## config.mk

```make
export PLATFORM = sky130hd
export DESIGN_NAME = regfile_scan_reader_flat
export DESIGN_NICKNAME = d
export VERILOG_FILES = /design/src/rtl/regfile_scan_reader_if.sv /design/src/rtl/regfile_scan_reader.sv /design/src/flat_wrapper.sv
export SDC_FILE = /design/constraint.sdc
export NUM_CORES = 1
export LEC_CHECK = 0
export CAP_MARGIN = 0
export CORE_MARGIN = 5
export CORE_UTILIZATION = 43
export CTS_BUF_LIST = sky130_fd_sc_hd__clkbuf_4 sky130_fd_sc_hd__clkbuf_8 sky130_fd_sc_hd__clkbuf_16
export DETAILED_ROUTE_END_ITERATION = 8
export GPL_ROUTABILITY_DRIVEN = 1
export GPL_TIMING_DRIVEN = 0
export PLACE_DENSITY = 0.72
export SYNTH_ARGS = -nofsm -noshare
export SYNTH_HDL_FRONTEND = slang
export SYNTH_SLANG_ARGS = --single-unit
```

## constraint.sdc

```tcl
create_clock -name Clk -period 2.5 [get_ports Clk]
set_input_delay 0.5 -clock Clk [delete_from_list [all_inputs] [get_ports Clk]]
set_output_delay 0.5 -clock Clk [all_outputs]
set_load 0.03 [all_outputs]
```

## src/rtl/regfile_scan_reader_if.sv

```systemverilog
// Bus between the register-file scan reader and its surroundings: the request/pause
// controls, the register-file A read port, and the LED display outputs.
interface regfile_scan_reader_if;
  logic        Start;
  logic        Hold;
  logic [31:0] R_Data;
  logic [4:0]  R_Addr;
  logic [7:0]  LED;
  logic [1:0]  Byte_Sel;
  logic        Busy;
  logic        Done;

  modport master (
    output Start, Hold, R_Data,
    input  R_Addr, LED, Byte_Sel, Busy, Done
  );

  modport slave (
    input  Start, Hold, R_Data,
    output R_Addr, LED, Byte_Sel, Busy, Done
  );
endinterface

```

## src/rtl/regfile_scan_reader.sv

```systemverilog
// Scans register-file words onto an 8-bit LED, one byte per DWELL cycles; Hold stalls
// the scan in place. All outputs are registered. SCAN_SKIP_R0_EN starts the scan at R1.
module regfile_scan_reader #(
  parameter int unsigned DWELL     = 25000000,
  parameter logic [4:0]  LAST_ADDR = 5'd31
) (
  input  logic                 Clk,
  input  logic                 Reset,
  regfile_scan_reader_if.slave bus
);

`ifdef SCAN_SKIP_R0_EN
  localparam logic [4:0] FIRST_ADDR = 5'd1;
`else
  localparam logic [4:0] FIRST_ADDR = 5'd0;
`endif
  localparam int CW = (DWELL > 1) ? $clog2(DWELL) : 1;

  typedef enum logic [1:0] {IDLE, LOAD, SHOW, DONE} state_t;

  state_t        state_q, state_d;
  logic [4:0]    r_addr_q, r_addr_d;
  logic [1:0]    byte_sel_q, byte_sel_d;
  logic [7:0]    led_q, led_d;
  logic          busy_q, busy_d;
  logic          done_q, done_d;
  logic [CW-1:0] cnt_q, cnt_d;
  logic [31:0]   shadow_q, shadow_d;
  logic          tc;

  assign tc = (cnt_q == CW'(DWELL - 1));

  always_ff @(posedge Clk or posedge Reset) begin
    if (Reset) begin
      state_q    <= IDLE;
      r_addr_q   <= 5'd0;
      byte_sel_q <= 2'd0;
      led_q      <= 8'd0;
      busy_q     <= 1'b0;
      done_q     <= 1'b0;
      cnt_q      <= '0;
      shadow_q   <= 32'd0;
    end else begin
      state_q    <= state_d;
      r_addr_q   <= r_addr_d;
      byte_sel_q <= byte_sel_d;
      led_q      <= led_d;
      busy_q     <= busy_d;
      done_q     <= done_d;
      cnt_q      <= cnt_d;
      shadow_q   <= shadow_d;
    end
  end

  always_comb begin
    state_d = state_q;
    case (state_q)
      IDLE, DONE: if (bus.Start) state_d = (FIRST_ADDR > LAST_ADDR) ? DONE : LOAD;
      LOAD:       if (!bus.Hold) state_d = SHOW;
      SHOW: begin
        if (!bus.Hold && tc && byte_sel_q == 2'd3)
          state_d = (r_addr_q < LAST_ADDR) ? LOAD : DONE;
      end
      default:    state_d = IDLE;
    endcase
  end

  always_comb begin
    r_addr_d   = r_addr_q;
    byte_sel_d = byte_sel_q;
    led_d      = led_q;
    cnt_d      = cnt_q;
    shadow_d   = shadow_q;
    case (state_q)
      IDLE, DONE: begin
        if (bus.Start) begin
          // An empty address range jumps straight to DONE without passing LAST_ADDR.
          r_addr_d   = (FIRST_ADDR > LAST_ADDR) ? LAST_ADDR : FIRST_ADDR;
          byte_sel_d = 2'd0;
          cnt_d      = '0;
        end
      end
      LOAD: begin
        if (!bus.Hold) begin
          shadow_d = bus.R_Data;
          led_d    = bus.R_Data[7:0];
          cnt_d    = '0;
        end
      end
      SHOW: begin
        if (!bus.Hold) begin
          if (!tc) begin
            cnt_d = cnt_q + 1'b1;
          end else begin
            cnt_d = '0;
            if (byte_sel_q != 2'd3) begin
              byte_sel_d = byte_sel_q + 2'd1;
              led_d      = shadow_q[{byte_sel_d, 3'b000} +: 8];
            end else if (r_addr_q < LAST_ADDR) begin
              r_addr_d   = r_addr_q + 5'd1;
              byte_sel_d = 2'd0;
            end
          end
        end
      end
      default: ;
    endcase
    if (state_d == DONE) begin
      led_d      = 8'd0;
      byte_sel_d = 2'd0;
    end
    busy_d = (state_d == LOAD) || (state_d == SHOW);
    done_d = (state_d == DONE);
  end

  assign bus.R_Addr   = r_addr_q;
  assign bus.Byte_Sel = byte_sel_q;
  assign bus.LED      = led_q;
  assign bus.Busy     = busy_q;
  assign bus.Done     = done_q;

endmodule
```

## src/flat_wrapper.sv

```systemverilog
// flat-port wrapper written by rule: the top's interface ports become plain ports
module regfile_scan_reader_flat 
#(
  parameter int unsigned DWELL     = 25000000,
  parameter logic [4:0]  LAST_ADDR = 5'd31
)
  (Clk, Reset, bus_Start, bus_Hold, bus_R_Data, bus_R_Addr, bus_LED, bus_Byte_Sel, bus_Busy, bus_Done);
  regfile_scan_reader_if bus_i ();
  input  logic Clk;
  input  logic Reset;
  input wire logic [$bits(bus_i.Start)-1:0] bus_Start;
  input wire logic [$bits(bus_i.Hold)-1:0] bus_Hold;
  input wire logic [$bits(bus_i.R_Data)-1:0] bus_R_Data;
  output wire logic [$bits(bus_i.R_Addr)-1:0] bus_R_Addr;
  output wire logic [$bits(bus_i.LED)-1:0] bus_LED;
  output wire logic [$bits(bus_i.Byte_Sel)-1:0] bus_Byte_Sel;
  output wire logic [$bits(bus_i.Busy)-1:0] bus_Busy;
  output wire logic [$bits(bus_i.Done)-1:0] bus_Done;
  assign bus_i.Start = bus_Start;
  assign bus_i.Hold = bus_Hold;
  assign bus_i.R_Data = bus_R_Data;
  assign bus_R_Addr = bus_i.R_Addr;
  assign bus_LED = bus_i.LED;
  assign bus_Byte_Sel = bus_i.Byte_Sel;
  assign bus_Busy = bus_i.Busy;
  assign bus_Done = bus_i.Done;
  regfile_scan_reader #(.DWELL(DWELL), .LAST_ADDR(LAST_ADDR)) u_core (.Clk(Clk), .Reset(Reset), .bus(bus_i));
endmodule
```

# Word level (Yosys, flattened, before mapping)
# Cells that the tools add are included.
op_classes:
  add_sub_neg: 3
  order_cmp: 1
  eq_ne: 21
  shift: 1
  mux: 29
  bitwise_logic: 1
  n_reduce_logical: 14
ops:
  columns: ["cell", "n"]
  rows:
  - ["two-way mux 25 bit", 4]
  - ["case mux 25 bit (3 select lines)", 1]
  - ["two-way mux 8 bit", 5]
  - ["indexed part select 32 x 6 -> 8 bit", 1]
  - ["adder 25 x 1 -> 25 bit (second input constant)", 1]
  - ["equality test 25 bit (second input constant)", 1]
  - ["two-way mux 5 bit", 5]
  - ["two-way mux 2 bit", 10]
  - ["case mux 8 bit (2 select lines)", 1]
  - ["equality test 2 bit (second input constant)", 5]
  - ["inequality test 2 bit (second input constant)", 5]
  - ["case mux 5 bit (2 select lines)", 1]
  - ["AND reduction 5 bit", 2]
  - ["inequality test 3 x 2 -> 1 bit (second input constant)", 3]
  - ["inequality test 3 x 1 -> 1 bit (second input constant)", 2]
  - ["case mux 2 bit (3 select lines)", 1]
  - ["AND reduction 6 bit", 1]
  - ["nonzero test 3 bit", 2]
  - ["adder 5 x 1 -> 5 bit (second input constant)", 1]
  - ["< comparator 5 bit (second input constant)", 1]
  - ["equality test 2 x 1 -> 1 bit (second input constant)", 2]
  - ["inequality test 2 x 1 -> 1 bit (second input constant)", 2]
  - ["inequality test 4 x 1 -> 1 bit (second input constant)", 1]
  - ["case mux 2 bit (2 select lines)", 1]
  - ["10 further kinds", 11]
totals:
  register_bits: 76
  output_inout_bits: 17

# Longest topological paths before layout
# Gate-level depths: netlist of run 1.
logic_depth:
  word_depth: 8
  depth_mapped: 12
  mapped_depth_nobuf: 11

# Worst setup path after synthesis of run 1
# No wires, ideal clock.
synth_path:
  kind: "flip-flop to flip-flop"
  from: "register u_core.state_q[0]"
  to: "register u_core.byte_sel_q[0] (netlist: u_core.bus.Byte_Sel[0])"
  setup_time_ps: 136
  arrival_ps: 2437
  required_ps: 2364
  path_slack_ps: -73
  stages_incl_launch_ff: 12
  n_path_buf: 4
  synth_period_minus_slack_ps: 2573
  cell_sequence: "dfrtp_1 -> inv_1 -> ha_1 -> clkbuf_1 -> buf_2 -> clkbuf_1 -> o22ai_1 -> a22oi_1 -> ha_1 -> clkbuf_1 -> o32a_1 -> o31ai_1"
synth_between:
  elab_chain_len: 6
  word_cells_on_any_way: 18
  classes_between: "eq/ne (8); mux (6); reduce/logical (4)"
synth_lines:
  columns: ["item", "line_no", "source"]
  rows:
  - ["start: declaration", "regfile_scan_reader.sv:21", "state_t state_q, state_d;"]
  - ["start signal: assignment", "regfile_scan_reader.sv:44", "state_q <= state_d;"]
  - ["equality test 2 bit / logical NOT 2 bit (equally long branches)", "regfile_scan_reader.sv:57", "case (state_q)"]
  - ["OR reduction 2 bit", "regfile_scan_reader.sv:57", null]
  - ["case mux 2 bit (3 select lines) (*)", "regfile_scan_reader.sv:57", null]
  - ["named net u_core.state_d[0]", "regfile_scan_reader.sv:21", null]
  - ["equality test 2 bit (*)", null, null]
  - ["named net u_core.done_d", "regfile_scan_reader.sv:26", "logic done_q, done_d;"]
  - ["inequality test 4 x 1 -> 1 bit (no line), or another cell as far along", null, null]
  - ["AND reduction 5 bit (no line)", null, null]
  - ["end signal: assignment", "regfile_scan_reader.sv:46", "byte_sel_q <= byte_sel_d;"]
  - ["end: declaration", "regfile_scan_reader.sv:23", "logic [1:0] byte_sel_q, byte_sel_d;"]
# Mark *: on every way through the listed nets, which the timed path passes. The rest lies on a longest branch.
# A chain may end at the register's enable or synchronous reset.

# Worst setup path after layout of run 1
# Ends and elaborated chain as after synthesis.

==> out/qor.json, run 1 <==
{
  "outcome": "complete, no violations",
  "chipHeight_um": 106,
  "cp-start-kind": "flop",
  "timing_worst_setup_path_type": "flop to flop",
  "worstPathRequired_ns": 2.76,
  "finalInstanceArea_sq_um": 4990,
  "yosysWarningCount": 0,
  "internal_power_uw": 3070,
  "cp_common_cell": "sky130_fd_sc_hd__ha_2",
  "synth_flop_cell": "sky130_fd_sc_hd__dfrtp_1",
  "launch_point_of_the_critical_path": "u_core.state_q[0]$_DFF_PP0_",
  "synthMostInstantiatedCell": "sky130_fd_sc_hd__dfrtp_1",
  "synth_largest_type_area_fraction_pct": 48.2,
  "postLayoutCoreUtil_pct": 54.8,
  "place_congestion": 0.813,
  "track_usage_pct": 16.6,
  "mappedNetlistNets": 391,
  "pwr-share-comb_pct": 43.4,
  "cp_data_arrival_time_ns": 2.68,
  "grt_pass1_wl_um": 15100,
  "cts.sink_count": 76,
  "drt_pre_antenna_iters": 4,
  "drt-initial-drc-count": 163,
  "highest_attainable_clock_frequency_mhz": 413,
  "post_synth_instance_area_sq_um": 3940,
  "count_of_flip_flops_with_a_built_in_enable_after_synthesis": 0,
  "route.detailed.vias_per_inst": 5.48,
  "relSlewSlack_pct": 55.0,
  "number_of_global_route_vias_before_repair": 3058,
  "port_buffers": 51,
  "routedWlPerCell_um": 16.7,
  "hold_buffers": 0,
  "finalHoldViolations": 0,
  "grt_antenna_before_repair": 0,
  "crit_path_end_kind": "flop",
  "post-dp-hpwl_um": 6270,
  "r2r_setup_slack_ns": 0.08,
  "maximum_number_of_pins_on_one_net_before_global_route_repair": 59,
  "clock_power_share_pct": 19.2,
  "timing.critical_path.cells": "inv_1, ha_2, nor2b_1, a22oi_2, ha_2, buf_6, o32a_1, o31ai_2",
  "post_synth_most_frequent_cells": "sky130_fd_sc_hd__dfrtp_1 (76), sky130_fd_sc_hd__nor2_1 (38), sky130_fd_sc_hd__mux2_2 (32), sky130_fd_sc_hd__nand2_1 (25), sky130_fd_sc_hd__xor2_1 (11)",
  "tightest_slew_ns": 0.675,
  "unrepaired_setup_endpoints_after_global_routing": "true",
  "n_antenna_cell": 0,
  "post-route-min-period_ns": 2.42,
  "cts-root-buf": "sky130_fd_sc_hd__clkbuf_8",
  "level_count_of_the_clock_h_tree": 3,
  "grt_remaining_overflow": 0,
  "proportion_of_synthesized_chip_area_in_sequential_cells_pct": 48.2,
  "hold_path_class": "input port to asynchronous set/reset pin",
  "area_delta_synth_final_pct": 26.7,
  "max_stage_delay_ns": 0.46,
  "power_switching_uw": 1830,
  "fillerInstances": 773,
  "rr_startpoint": "u_core.state_q[0]$_DFF_PP0_",
  "yosys.area.top_type": "sky130_fd_sc_hd__dfrtp_1",
  "irDropWorstVdd_uv": 566,
  "drive_gt1_share_pct": 23.8,
  "detailed_place.area_sq_um": 4620,
  "area_used_by_multi_input_combinational_logic_sq_um": 1990,
  "synth.avg_cell_area_sq_um": 11.3,
  "final_slew_viol_count": 0,
  "top_level_ports": 53,
  "clock_latency_ns": 0.35,
  "static-leakage-power_uw": 0.00204,
  "detail_route.wirelength_um": 9030,
  "core_sq_um": 9110,
  "tritoncts": "built",
  "worst_hold_slack_ns": 0.436,
  "sequential_cell_area_sq_um": 1910,
  "final_stage_net_count": 467,
  "cellPowerDensity_nw_per_um2": 983,
  "min_period_over_period_pct": 96.7,
  "clock_skew_ns": 0.0138,
  "crit_fanout": 10,
  "setup_viol_count_final": 0,
  "worst_setup_hold_path_clk_slew_ns": 0.09,
  "initial_core_util_pct": 43.3,
  "antenna_left": 0,
  "die-area_sq_um": 11200,
  "drc": 0,
  "synth-seq-cells": 76,
  "clock_tree.buffer_depth": 2,
  "sequentialPowerShare_pct": 37.4,
  "swShare_pct": 37.4,
  "postSynth.asyncResetShare_pct": 100,
  "maxCapViolCount": 0,
  "num_rows": 35,
  "num_cts_buffers": 9,
  "synthesis.instances": 348,
  "routed-via-count": 2959,
  "synth_cell_types": 51,
  "top_area_cells_in_the_synthesized_netlist": "sky130_fd_sc_hd__dfrtp_1 (48%), sky130_fd_sc_hd__mux2_2 (9.1%), sky130_fd_sc_hd__mux4_2 (4.6%)",
  "dieWidth_um": 106,
  "critical-path-slowest-cell": "sky130_fd_sc_hd__nor2b_1"
}
[critical path, delay by kind of cell (launching register included)]
kind / cells / cell delay [ns]
simple gates: 1 / 0.46
buf+inv: 2 / 0.25
fa+ha+maj: 2 / 0.64
compound gates: 3 / 0.57
flops: 1 / 0.41
[power by group through the flow]
| stage | Clock (uW) | Sequential, uW | Combinational, uW |
|---|---|---|---|
| after floorplan | 0 | 1940 | 1310 |
| after global placement | 0 | 1840 | 1940 |
| after detailed placement | 0 | 1860 | 2010 |
| after CTS | 972 | 1840 | 2060 |
| after global routing | 1020 | 1880 | 2320 |
| final | 943 | 1840 | 2130 |
[layout by cell type, fill, tap and decap left out, types with 9 or more instances in the layout]
master / instances
sky130_fd_sc_hd__nand4_1: 10
sky130_fd_sc_hd__nand2_1: 25
sky130_fd_sc_hd__buf_4: 16
sky130_fd_sc_hd__dfrtp_1: 73
sky130_fd_sc_hd__xnor2_1: 9
sky130_fd_sc_hd__clkdlybuf4s50_1: 51
sky130_fd_sc_hd__clkbuf_8: 9
sky130_fd_sc_hd__mux2_2: 32
sky130_fd_sc_hd__nand3_1: 10
sky130_fd_sc_hd__nor2_1: 38
sky130_fd_sc_hd__mux2i_1: 10
sky130_fd_sc_hd__a211oi_1: 9
sky130_fd_sc_hd__xor2_1: 11
[timing repair]
item | CTS | global route
pin swaps | 2 | 7
buffers inserted | 6 | 9
setup endpoints to repair | 10 | 18
resized for setup | 12 | 11
gates cloned | 0 | 0
[state kept, by name, indices dropped and copies added (netlist names)]
name / flops
u_core.state_q: 2
u_core.bus.Busy: 1
u_core.cnt_q: 25
u_core.bus.Done: 1
u_core.bus.LED: 8
u_core.bus.R_Addr: 5
u_core.bus.Byte_Sel: 2
u_core.shadow_q: 32
[per-layer routing]
metal / wire length (um) / track usage, % / part of all wire [%] / vias up
met4: 46 / 5.37 / 0.51 / 0
met5: 0 / 0 / 0 / -
met3: 359 / 3.61 / 4.0 / 4
met1: 4160 / 22.1 / 46 / 1475
met2: 4460 / 27.0 / 49 / 69
li1: - / - / - / 1411
[kinds of logic after synthesis]
group           after synthesis  share of synthesized area [%]
xor+xnor                     20                           4.44
compound gates               39                           7.11
mux                          51                           16.5
buf+inv                      25                           2.73
flops                        76                           48.2
fa+ha+maj                     7                           2.22
simple gates                130                           18.7
[cell type report]
cell class	instances	share of cell area, %
timing repair buffer	67	13.0
tap	111	2.78
buffer	14	1.58
clock buffer	9	2.48
multi-input combinational	247	39.8
inverter	9	0.727
clock inverter	7	1.48
sequential	76	38.2
[per-stage QoR]
stage	power (uW)	TNS [ns]	std cells	setup WS, ns
after floorplan	3240	0	348	0.0320
after global placement	3780	-95.34	510	-1.22
after detailed placement	3870	-3.51	511	-0.528
after CTS	4870	0	532	0.00652
after global routing	5230	-0.127	540	-0.0659
final	4910	0	540	0.0813
[worst paths after layout]
check | to | depth (start not counted)
min in group Clk | u_core.shadow_q[22]$_DFFE_PP0P_ | 1
max in group asynchronous | u_core.cnt_q[15]$_DFFE_PP0P_ | 3
worst min register to register | u_core.shadow_q[22]$_DFFE_PP0P_ | 1
worst min-delay path | u_core.shadow_q[2]$_DFFE_PP0P_ | 2
worst max register to register | u_core.bus.Byte_Sel[0]$_DFFE_PP0P_ | 8
worst max-delay path | u_core.bus.Byte_Sel[0]$_DFFE_PP0P_ | 8
No activity file was read; power rests on OpenSTA's default activity.
==> run 2: changes to the inputs <==
--- a/config.mk
+++ b/config.mk
@@ -12,7 +12,10 @@
 export DETAILED_ROUTE_END_ITERATION = 8
 export GPL_ROUTABILITY_DRIVEN = 1
 export GPL_TIMING_DRIVEN = 0
+export MAX_ROUTING_LAYER = met4
 export PLACE_DENSITY = 0.72
+export RECOVER_POWER = 50
+export SKIP_LAST_GASP = 1
 export SYNTH_ARGS = -nofsm -noshare
 export SYNTH_HDL_FRONTEND = slang
 export SYNTH_SLANG_ARGS = --single-unit
==> out/qor.json, run 2 (same netlist as run 1, synthesis figures left out) <==
{
  "grt_remaining_overflow": {"value": 0, "change": "unchanged"},
  "maximum_number_of_pins_on_one_net_before_global_route_repair": {"value": 59, "change": "unchanged"},
  "fin_tns_setup": {"value": 0, "unit": "ns", "change": "unchanged"},
  "min_delay_path_depth": 1,
  "final_slew_viol_count": {"value": 0, "change": "unchanged"},
  "launch_point_of_the_critical_path": "u_core.state_q[0]$_DFF_PP0_",
  "antenna_left": {"value": 0, "change": "unchanged"},
  "worst_setup_hold_path_clk_slew": {"value": 0.08, "unit": "ns", "change": "about the same"},
  "cellPowerDensity": {"value": 1000, "unit": "nW/um^2", "change": "+2.1%"},
  "endpoint_of_the_most_critical_register_to_register_path": "u_core.bus.Byte_Sel[1]$_DFFE_PP0P_",
  "r2r_setup_slack": {"value": 0.05, "unit": "ns", "change": "-0.03 ns"},
  "timing_worst_setup_path_type": "flop to flop",
  "cts.sink_count": {"value": 76, "change": "unchanged"},
  "static-leakage-power": {"value": 0.00203, "unit": "uW", "change": "-0.78%"},
  "hold_buffers": {"value": 0, "change": "unchanged"},
  "port_buffers": {"value": 51, "change": "unchanged"},
  "finalHoldViolations": {"value": 0, "change": "unchanged"},
  "num_rows": {"value": 35, "change": "unchanged"},
  "grt_pass1_wl": {"value": 15100, "unit": "um", "change": "about the same"},
  "critical-path-slowest-cell": "sky130_fd_sc_hd__nor2b_1",
  "cp_data_arrival_time": {"value": 2.72, "unit": "ns", "change": "+0.04 ns"},
  "n_antenna_cell": {"value": 0, "change": "unchanged"},
  "routedWlPerCell": {"value": 16.9, "unit": "um", "change": "+0.84%"},
  "tritoncts": "built",
  "crit_fanout": {"value": 8, "change": "-2"},
  "max_stage_delay": {"value": 0.46, "unit": "ns", "change": "about the same"},
  "irDropWorstVdd": {"value": 587, "unit": "uV", "change": "+3.6%"},
  "post-route-min-period": {"value": 2.45, "unit": "ns", "change": "+0.0266 ns"},
  "final_stage_net_count": {"value": 466, "change": "-0.21%"},
  "number_of_global_route_vias_before_repair": {"value": 3054, "change": "-0.13%"},
  "setup_viol_count_final": {"value": 0, "change": "unchanged"},
  "rr_startpoint": "u_core.state_q[0]$_DFF_PP0_",
  "worstPathRequired": {"value": 2.77, "unit": "ns", "change": "about the same"},
  "endpoint": "u_core.bus.Byte_Sel[1]$_DFFE_PP0P_",
  "num_cts_buffers": {"value": 9, "change": "unchanged"},
  "grt_antenna_before_repair": {"value": 0, "change": "unchanged"},
  "min_period_over_period": {"value": 97.8, "unit": "%", "change": "+1.1 points"},
  "clock_tree.buffer_depth": {"value": 2, "change": "unchanged"},
  "unrepaired_setup_endpoints_after_global_routing": "true",
  "post-dp-hpwl": {"value": 6270, "unit": "um", "change": "unchanged"},
  "route.detailed.vias_per_inst": {"value": 5.54, "change": "+1.2%"},
  "level_count_of_the_clock_h_tree": {"value": 3, "change": "unchanged"},
  "place_congestion": {"value": 0.825, "change": "+1.5%"},
  "clock_latency": {"value": 0.36, "unit": "ns", "change": "about the same"},
  "cts-root-buf": "sky130_fd_sc_hd__clkbuf_8",
  "r2r.worst_path.cells": {"value": 8, "change": "unchanged"},
  "tightest_slew": {"value": 0.814, "unit": "ns", "change": "+0.139 ns"},
  "highest_attainable_clock_frequency": {"value": 409, "unit": "MHz", "change": "-1.1%"},
  "registers.top_by_ff_count": "u_core.shadow_q",
  "core": {"value": 9110, "unit": "sq um", "change": "unchanged"},
  "top_level_ports": {"value": 53, "change": "unchanged"},
  "finalInstanceArea": {"value": 4970, "unit": "sq um", "change": "-0.38%"},
  "initial_core_util": {"value": 43.3, "unit": "%", "change": "unchanged"},
  "relSlewSlack": {"value": 45.4, "unit": "%", "change": "-9.5 points"},
  "detail_route.wirelength": {"value": 9090, "unit": "um", "change": "+0.65%"},
  "drt_pre_antenna_iters": {"value": 4, "change": "unchanged"},
  "drc": {"value": 0, "change": "unchanged"},
  "crit_path_end_kind": "flop",
  "maxCapViolCount": {"value": 0, "change": "unchanged"},
  "hold_path_class": "flop to flop",
  "drt-initial-drc-count": {"value": 130, "change": "-20%"},
  "chipHeight": {"value": 106, "unit": "um", "change": "unchanged"},
  "cp_common_cell": "sky130_fd_sc_hd__ha_2",
  "drive_gt1_share": {"value": 24.1, "unit": "%", "change": "+0.29 points"},
  "cp-start-kind": "flop",
  "timing.critical_path.cells": "inv_1, ha_2, nor2b_1, a22oi_2, ha_2, buf_6, o32a_1, o21ai_1",
  "area_delta_synth_final_pct": 26.2,
  "detailed_place.area": {"value": 4620, "unit": "sq um", "change": "unchanged"},
  "layout.cells.most_common": "sky130_fd_sc_hd__dfrtp_1",
  "most-common-layout-cells": "sky130_fd_sc_hd__dfrtp_1 (73), sky130_fd_sc_hd__clkdlybuf4s50_1 (50), sky130_fd_sc_hd__nor2_1 (38)",
  "die-area": {"value": 11200, "unit": "sq um", "change": "unchanged"},
  "track_usage": {"value": 17.1, "unit": "%", "change": "+0.53 points"},
  "clock_skew": {"value": 0.0114, "unit": "ns", "change": "-0.00238 ns"},
  "outcome": "complete, no violations",
  "largest_register_ff_count": {"value": 32, "change": "unchanged"},
  "dieWidth": {"value": 106, "unit": "um", "change": "unchanged"},
  "routed-via-count": {"value": 2988, "change": "+0.98%"}
}
## run 2: cell types whose count changed in the layout (fill, tap and decap cells not counted), sizes merged
cell	change
clkbuf	+1
inv	-1
buf	-2
clkinvlp	+1
dlygate4sd3	+1
clkdlybuf4s50	-1
## run 2: where the power goes
| part | total (uW) | leakage (uW) | internal [uW] | switching [uW] |
|---|---|---|---|---|
| sequential | 1840 | 0.000965 | 1620 | 214 |
| combinational | 2210 | 0.000964 | 1040 | 1170 |
| clock | 945 | 0.000100 | 466 | 479 |
## run 2: repair_timing
item | 4_1_cts | 5_1_grt
pin swaps | 2 | 7
setup buffers | 6 | 8
hold endpoints to repair | 0 | 0
endpoints found under the setup margin | 10 | 18
resized for setup | 12 | 12
gates cloned | 0 | 0
## run 2: final cells by class
type	instances	area [sq um]
Clock inverter	7	73.8
Tap cell	111	139
Inverter	9	35.0
Clock buffer	9	124
Multi-Input combinational cell	247	2000
Buffer	14	78.8
Fill cell	774	4130
Timing Repair Buffer	66	623
Sequential cell	76	1910
## run 2: stage by stage
stage | hold slack [ns] | instances | utilization, % | setup slack (ns) | power (uW)
6_report | 0.494 | 539 | 54.6 | 0.0547 | 4990
5_1_grt | 0.515 | 539 | 54.6 | -0.0969 | 5310
4_1_cts | 0.429 | 532 | 53.8 | 0.00652 | 4870
3_5_place_dp | 0.474 | 511 | 50.8 | -0.528 | 3870
3_3_place_gp | 0.469 | 510 | 50.4 | -1.22 | 3780
2_1_floorplan | 0.453 | 348 | - | 0.0320 | 3240
## run 2: worst min path at each step
stage | end | startpoint | slack (ns)
after floorplan | u_core.shadow_q[22]$_DFFE_PP0P_ | u_core.shadow_q[22]$_DFFE_PP0P_ | 0.45
after global placement | u_core.shadow_q[22]$_DFFE_PP0P_ | u_core.shadow_q[22]$_DFFE_PP0P_ | 0.47
after CTS | u_core.shadow_q[2]$_DFFE_PP0P_ | Reset | 0.43
final | u_core.shadow_q[22]$_DFFE_PP0P_ | u_core.shadow_q[22]$_DFFE_PP0P_ | 0.49
after global routing | u_core.shadow_q[22]$_DFFE_PP0P_ | u_core.shadow_q[22]$_DFFE_PP0P_ | 0.52
after detailed placement | u_core.shadow_q[22]$_DFFE_PP0P_ | u_core.shadow_q[22]$_DFFE_PP0P_ | 0.47
## run 2: worst max-delay path, delay by kind of cell, from the launching register on
family          cells  cell delay (ns)
compound gates      3             0.61
buf+inv             2             0.24
simple gates        1             0.46
flops               1             0.42
fa+ha+maj           2             0.63
## run 2: layer usage
layer  track usage, %  up-vias  share of wire (%)
li1                 -     1410                  -
met1             22.3     1496                 45
met2             27.0       76                 49
met3             3.67        6                4.8
met4             5.37        0               0.55
met5                -        -                  0
==> run 3: changes to the inputs <==
--- a/config.mk
+++ b/config.mk
@@ -14,7 +14,8 @@
 export GPL_TIMING_DRIVEN = 0
 export MAX_ROUTING_LAYER = met4
 export PLACE_DENSITY = 0.72
-export RECOVER_POWER = 50
+export RECOVER_POWER = 100
+export SKIP_CTS_REPAIR_TIMING = 1
 export SKIP_LAST_GASP = 1
 export SYNTH_ARGS = -nofsm -noshare
 export SYNTH_HDL_FRONTEND = slang
==> out/qor.json, run 3 (same netlist as run 1, synthesis figures left out) <==
{
  "final_stage_net_count": {"value": 460, "change": "-1.3%"},
  "drt-initial-drc-count": {"value": 145, "change": "+12%"},
  "track_usage": {"value": 16.7, "unit": "%", "change": "-0.42 points"},
  "finalHoldViolations": {"value": 0, "change": "unchanged"},
  "number_of_global_route_vias_before_repair": {"value": 3018, "change": "-1.2%"},
  "num_rows": {"value": 35, "change": "unchanged"},
  "antenna_left": {"value": 0, "change": "unchanged"},
  "top_level_ports": {"value": 53, "change": "unchanged"},
  "sequentialPowerShare": {"value": 36.6, "unit": "%", "change": "-0.2 points"},
  "max_stage_delay": {"value": 0.46, "unit": "ns", "change": "about the same"},
  "final_ws_setup": {"value": -0.0864, "unit": "ns", "change": "-0.141 ns"},
  "cellPowerDensity": {"value": 1020, "unit": "nW/um^2", "change": "+1.4%"},
  "route.detailed.vias_per_inst": {"value": 5.53, "change": "-0.16%"},
  "power_switching": {"value": 1890, "unit": "uW", "change": "+1.3%"},
  "timing_worst_setup_path_type": "flop to flop",
  "crit_path_end_kind": "flop",
  "drc": {"value": 0, "change": "unchanged"},
  "hold_path_class": "flop to flop",
  "clock_skew": {"value": 0.0107, "unit": "ns", "change": "-0.000684 ns"},
  "unrepaired_setup_endpoints_after_global_routing": "true",
  "outcome": "finished, violations left",
  "level_count_of_the_clock_h_tree": {"value": 3, "change": "unchanged"},
  "most-common-layout-cells": "sky130_fd_sc_hd__dfrtp_1 (73), sky130_fd_sc_hd__clkdlybuf4s50_1 (48), sky130_fd_sc_hd__nor2_1 (38)",
  "cp-start-kind": "flop",
  "detailed_place.area": {"value": 4620, "unit": "sq um", "change": "unchanged"},
  "final_slew_viol_count": {"value": 0, "change": "unchanged"},
  "routedWlPerCell": {"value": 16.6, "unit": "um", "change": "-1.4%"},
  "clock_power_share": {"value": 18.8, "unit": "%", "change": "about the same"},
  "min_period_over_period": {"value": 103, "unit": "%", "change": "+5.6 points"},
  "layout.cells.most_common": "sky130_fd_sc_hd__dfrtp_1",
  "n_antenna_cell": {"value": 0, "change": "unchanged"},
  "chipHeight": {"value": 106, "unit": "um", "change": "unchanged"},
  "num_cts_buffers": {"value": 9, "change": "unchanged"},
  "critical-path-slowest-cell": "sky130_fd_sc_hd__dfrtp_2",
  "irDropWorstVdd": {"value": 603, "unit": "uV", "change": "+2.8%"},
  "worst_setup_hold_path_clk_slew": {"value": 0.09, "unit": "ns", "change": "about the same"},
  "routed-via-count": {"value": 2950, "change": "-1.3%"},
  "highest_attainable_clock_frequency": {"value": 387, "unit": "MHz", "change": "-5.5%"},
  "maximum_number_of_pins_on_one_net_before_global_route_repair": {"value": 59, "change": "unchanged"},
  "maxCapViolCount": {"value": 0, "change": "unchanged"},
  "grt_pass1_wl": {"value": 14700, "unit": "um", "change": "-2.4%"},
  "tritoncts": "built",
  "crit_fanout": {"value": 6, "change": "-2"},
  "sequential_cell_area": {"value": 1910, "unit": "sq um", "change": "unchanged"},
  "dpl_worst_slack": {"value": -0.528, "unit": "ns", "change": "unchanged"},
  "worstPathRequired": {"value": 2.77, "unit": "ns", "change": "about the same"},
  "swShare": {"value": 37.6, "unit": "%", "change": "+0.25 points"},
  "grt_remaining_overflow": {"value": 0, "change": "unchanged"},
  "relSlewSlack": {"value": 40.3, "unit": "%", "change": "-5.1 points"},
  "area_delta_synth_final_pct": 25.3,
  "post-dp-hpwl": {"value": 6270, "unit": "um", "change": "unchanged"},
  "finalInstanceArea": {"value": 4940, "unit": "sq um", "change": "-0.70%"},
  "fillerInstances": {"value": 781, "change": "+0.90%"},
  "clock_latency": {"value": 0.35, "unit": "ns", "change": "about the same"},
  "die-area": {"value": 11200, "unit": "sq um", "change": "unchanged"},
  "setup_viol_count_final": {"value": 2, "change": "+2"},
  "internal_power": {"value": 3130, "unit": "uW", "change": "+0.26%"},
  "drive_gt1_share": {"value": 23.2, "unit": "%", "change": "-0.84 points"},
  "failed_checks": "negative setup slack",
  "cts-root-buf": "sky130_fd_sc_hd__clkbuf_8",
  "drt_pre_antenna_iters": {"value": 4, "change": "unchanged"},
  "cp_data_arrival_time": {"value": 2.86, "unit": "ns", "change": "+0.14 ns"},
  "area_used_by_multi_input_combinational_logic": {"value": 2010, "unit": "sq um", "change": "+0.50%"},
  "clock_tree.buffer_depth": {"value": 2, "change": "unchanged"},
  "cts.sink_count": {"value": 76, "change": "unchanged"},
  "registers.top_by_ff_count": "u_core.shadow_q",
  "fin_tns_setup": {"value": -0.168, "unit": "ns", "change": "-0.168 ns"},
  "static-leakage-power": {"value": 0.00201, "unit": "uW", "change": "-0.74%"},
  "report.power.total": {"value": 5020, "unit": "uW", "change": "+0.67%"},
  "worst_hold_slack": {"value": 0.494, "unit": "ns", "change": "+0.000444 ns"},
  "port_buffers": {"value": 51, "change": "unchanged"},
  "place_congestion": {"value": 0.825, "change": "unchanged"},
  "pwr-share-comb": {"value": 44.6, "unit": "%", "change": "+0.3 points"},
  "post-route-min-period": {"value": 2.59, "unit": "ns", "change": "+0.141 ns"},
  "dieWidth": {"value": 106, "unit": "um", "change": "unchanged"},
  "core": {"value": 9110, "unit": "sq um", "change": "unchanged"},
  "grt_antenna_before_repair": {"value": 0, "change": "unchanged"},
  "tightest_slew": {"value": 0.888, "unit": "ns", "change": "+0.0737 ns"},
  "initial_core_util": {"value": 43.3, "unit": "%", "change": "unchanged"},
  "detail_route.wirelength": {"value": 8860, "unit": "um", "change": "-2.5%"},
  "timing.critical_path.cells": "nor4_4, nand4_1, nor4_4, mux2i_1, o21ai_1, ha_2, buf_6, o32a_1, o21ai_1",
  "largest_register_ff_count": {"value": 32, "change": "unchanged"}
}
run 3: worst max-delay path: cells and delay by family (launching register included):
kind / cells / cell delay [ns]
mux: 1 / 0.23
buf+inv: 1 / 0.13
compound gates: 3 / 0.54
simple gates: 3 / 0.93
fa+ha+maj: 1 / 0.22
flops: 1 / 0.46
run 3: layout make-up:
class / count / area share (%)
plain buffers: 14 / 1.60
clock buffers: 9 / 2.51
clock inverters: 7 / 1.49
inverters: 9 / 0.709
multi-input cells: 247 / 40.6
flip-flops and latches: 76 / 38.6
well taps: 111 / 2.81
repair buffers: 60 / 11.7
run 3: power by group through the flow:
stage	registers (uW)	clock network, uW	logic, uW
2_1_floorplan	1940	0	1310
3_3_place_gp	1840	0	1940
3_5_place_dp	1860	0	2010
4_1_cts	1840	972	2020
5_1_grt	1880	1030	2440
6_report	1840	944	2240
run 3: final timing paths:
| check | to | from | slack (ns) | cells after the start |
|---|---|---|---|---|
| setup / recovery | u_core.bus.Byte_Sel[1]$_DFFE_PP0P_ | u_core.cnt_q[8]$_DFFE_PP0P_ | -0.09 | 9 |
| hold reg to reg | u_core.shadow_q[22]$_DFFE_PP0P_ | u_core.shadow_q[22]$_DFFE_PP0P_ | 0.49 | 1 |
| hold / removal | u_core.shadow_q[22]$_DFFE_PP0P_ | u_core.shadow_q[22]$_DFFE_PP0P_ | 0.49 | 1 |
| setup reg to reg | u_core.bus.Byte_Sel[1]$_DFFE_PP0P_ | u_core.cnt_q[8]$_DFFE_PP0P_ | -0.09 | 9 |
| min in group asynchronous | u_core.shadow_q[2]$_DFFE_PP0P_ | Reset | 0.70 | 2 |
| max in group asynchronous | u_core.cnt_q[8]$_DFFE_PP0P_ | Reset | 0.48 | 3 |
run 3: stage by stage:
step / instances / utilization (%)
after global placement: 510 / 50.4
after global routing: 533 / 54.2
after CTS: 527 / 52.9
after detailed placement: 511 / 50.8
after floorplan: 348 / -
final: 533 / 54.2
run 3: per-layer routing:
metal / vias to the layer above / wire (um) / global-route usage (%)
li1: 1400 / - / -
met2: 61 / 4220 / 26.1
met1: 1476 / 4180 / 21.7
met4: 0 / 113 / 5.55
met3: 13 / 338 / 3.67
met5: - / 0 / -
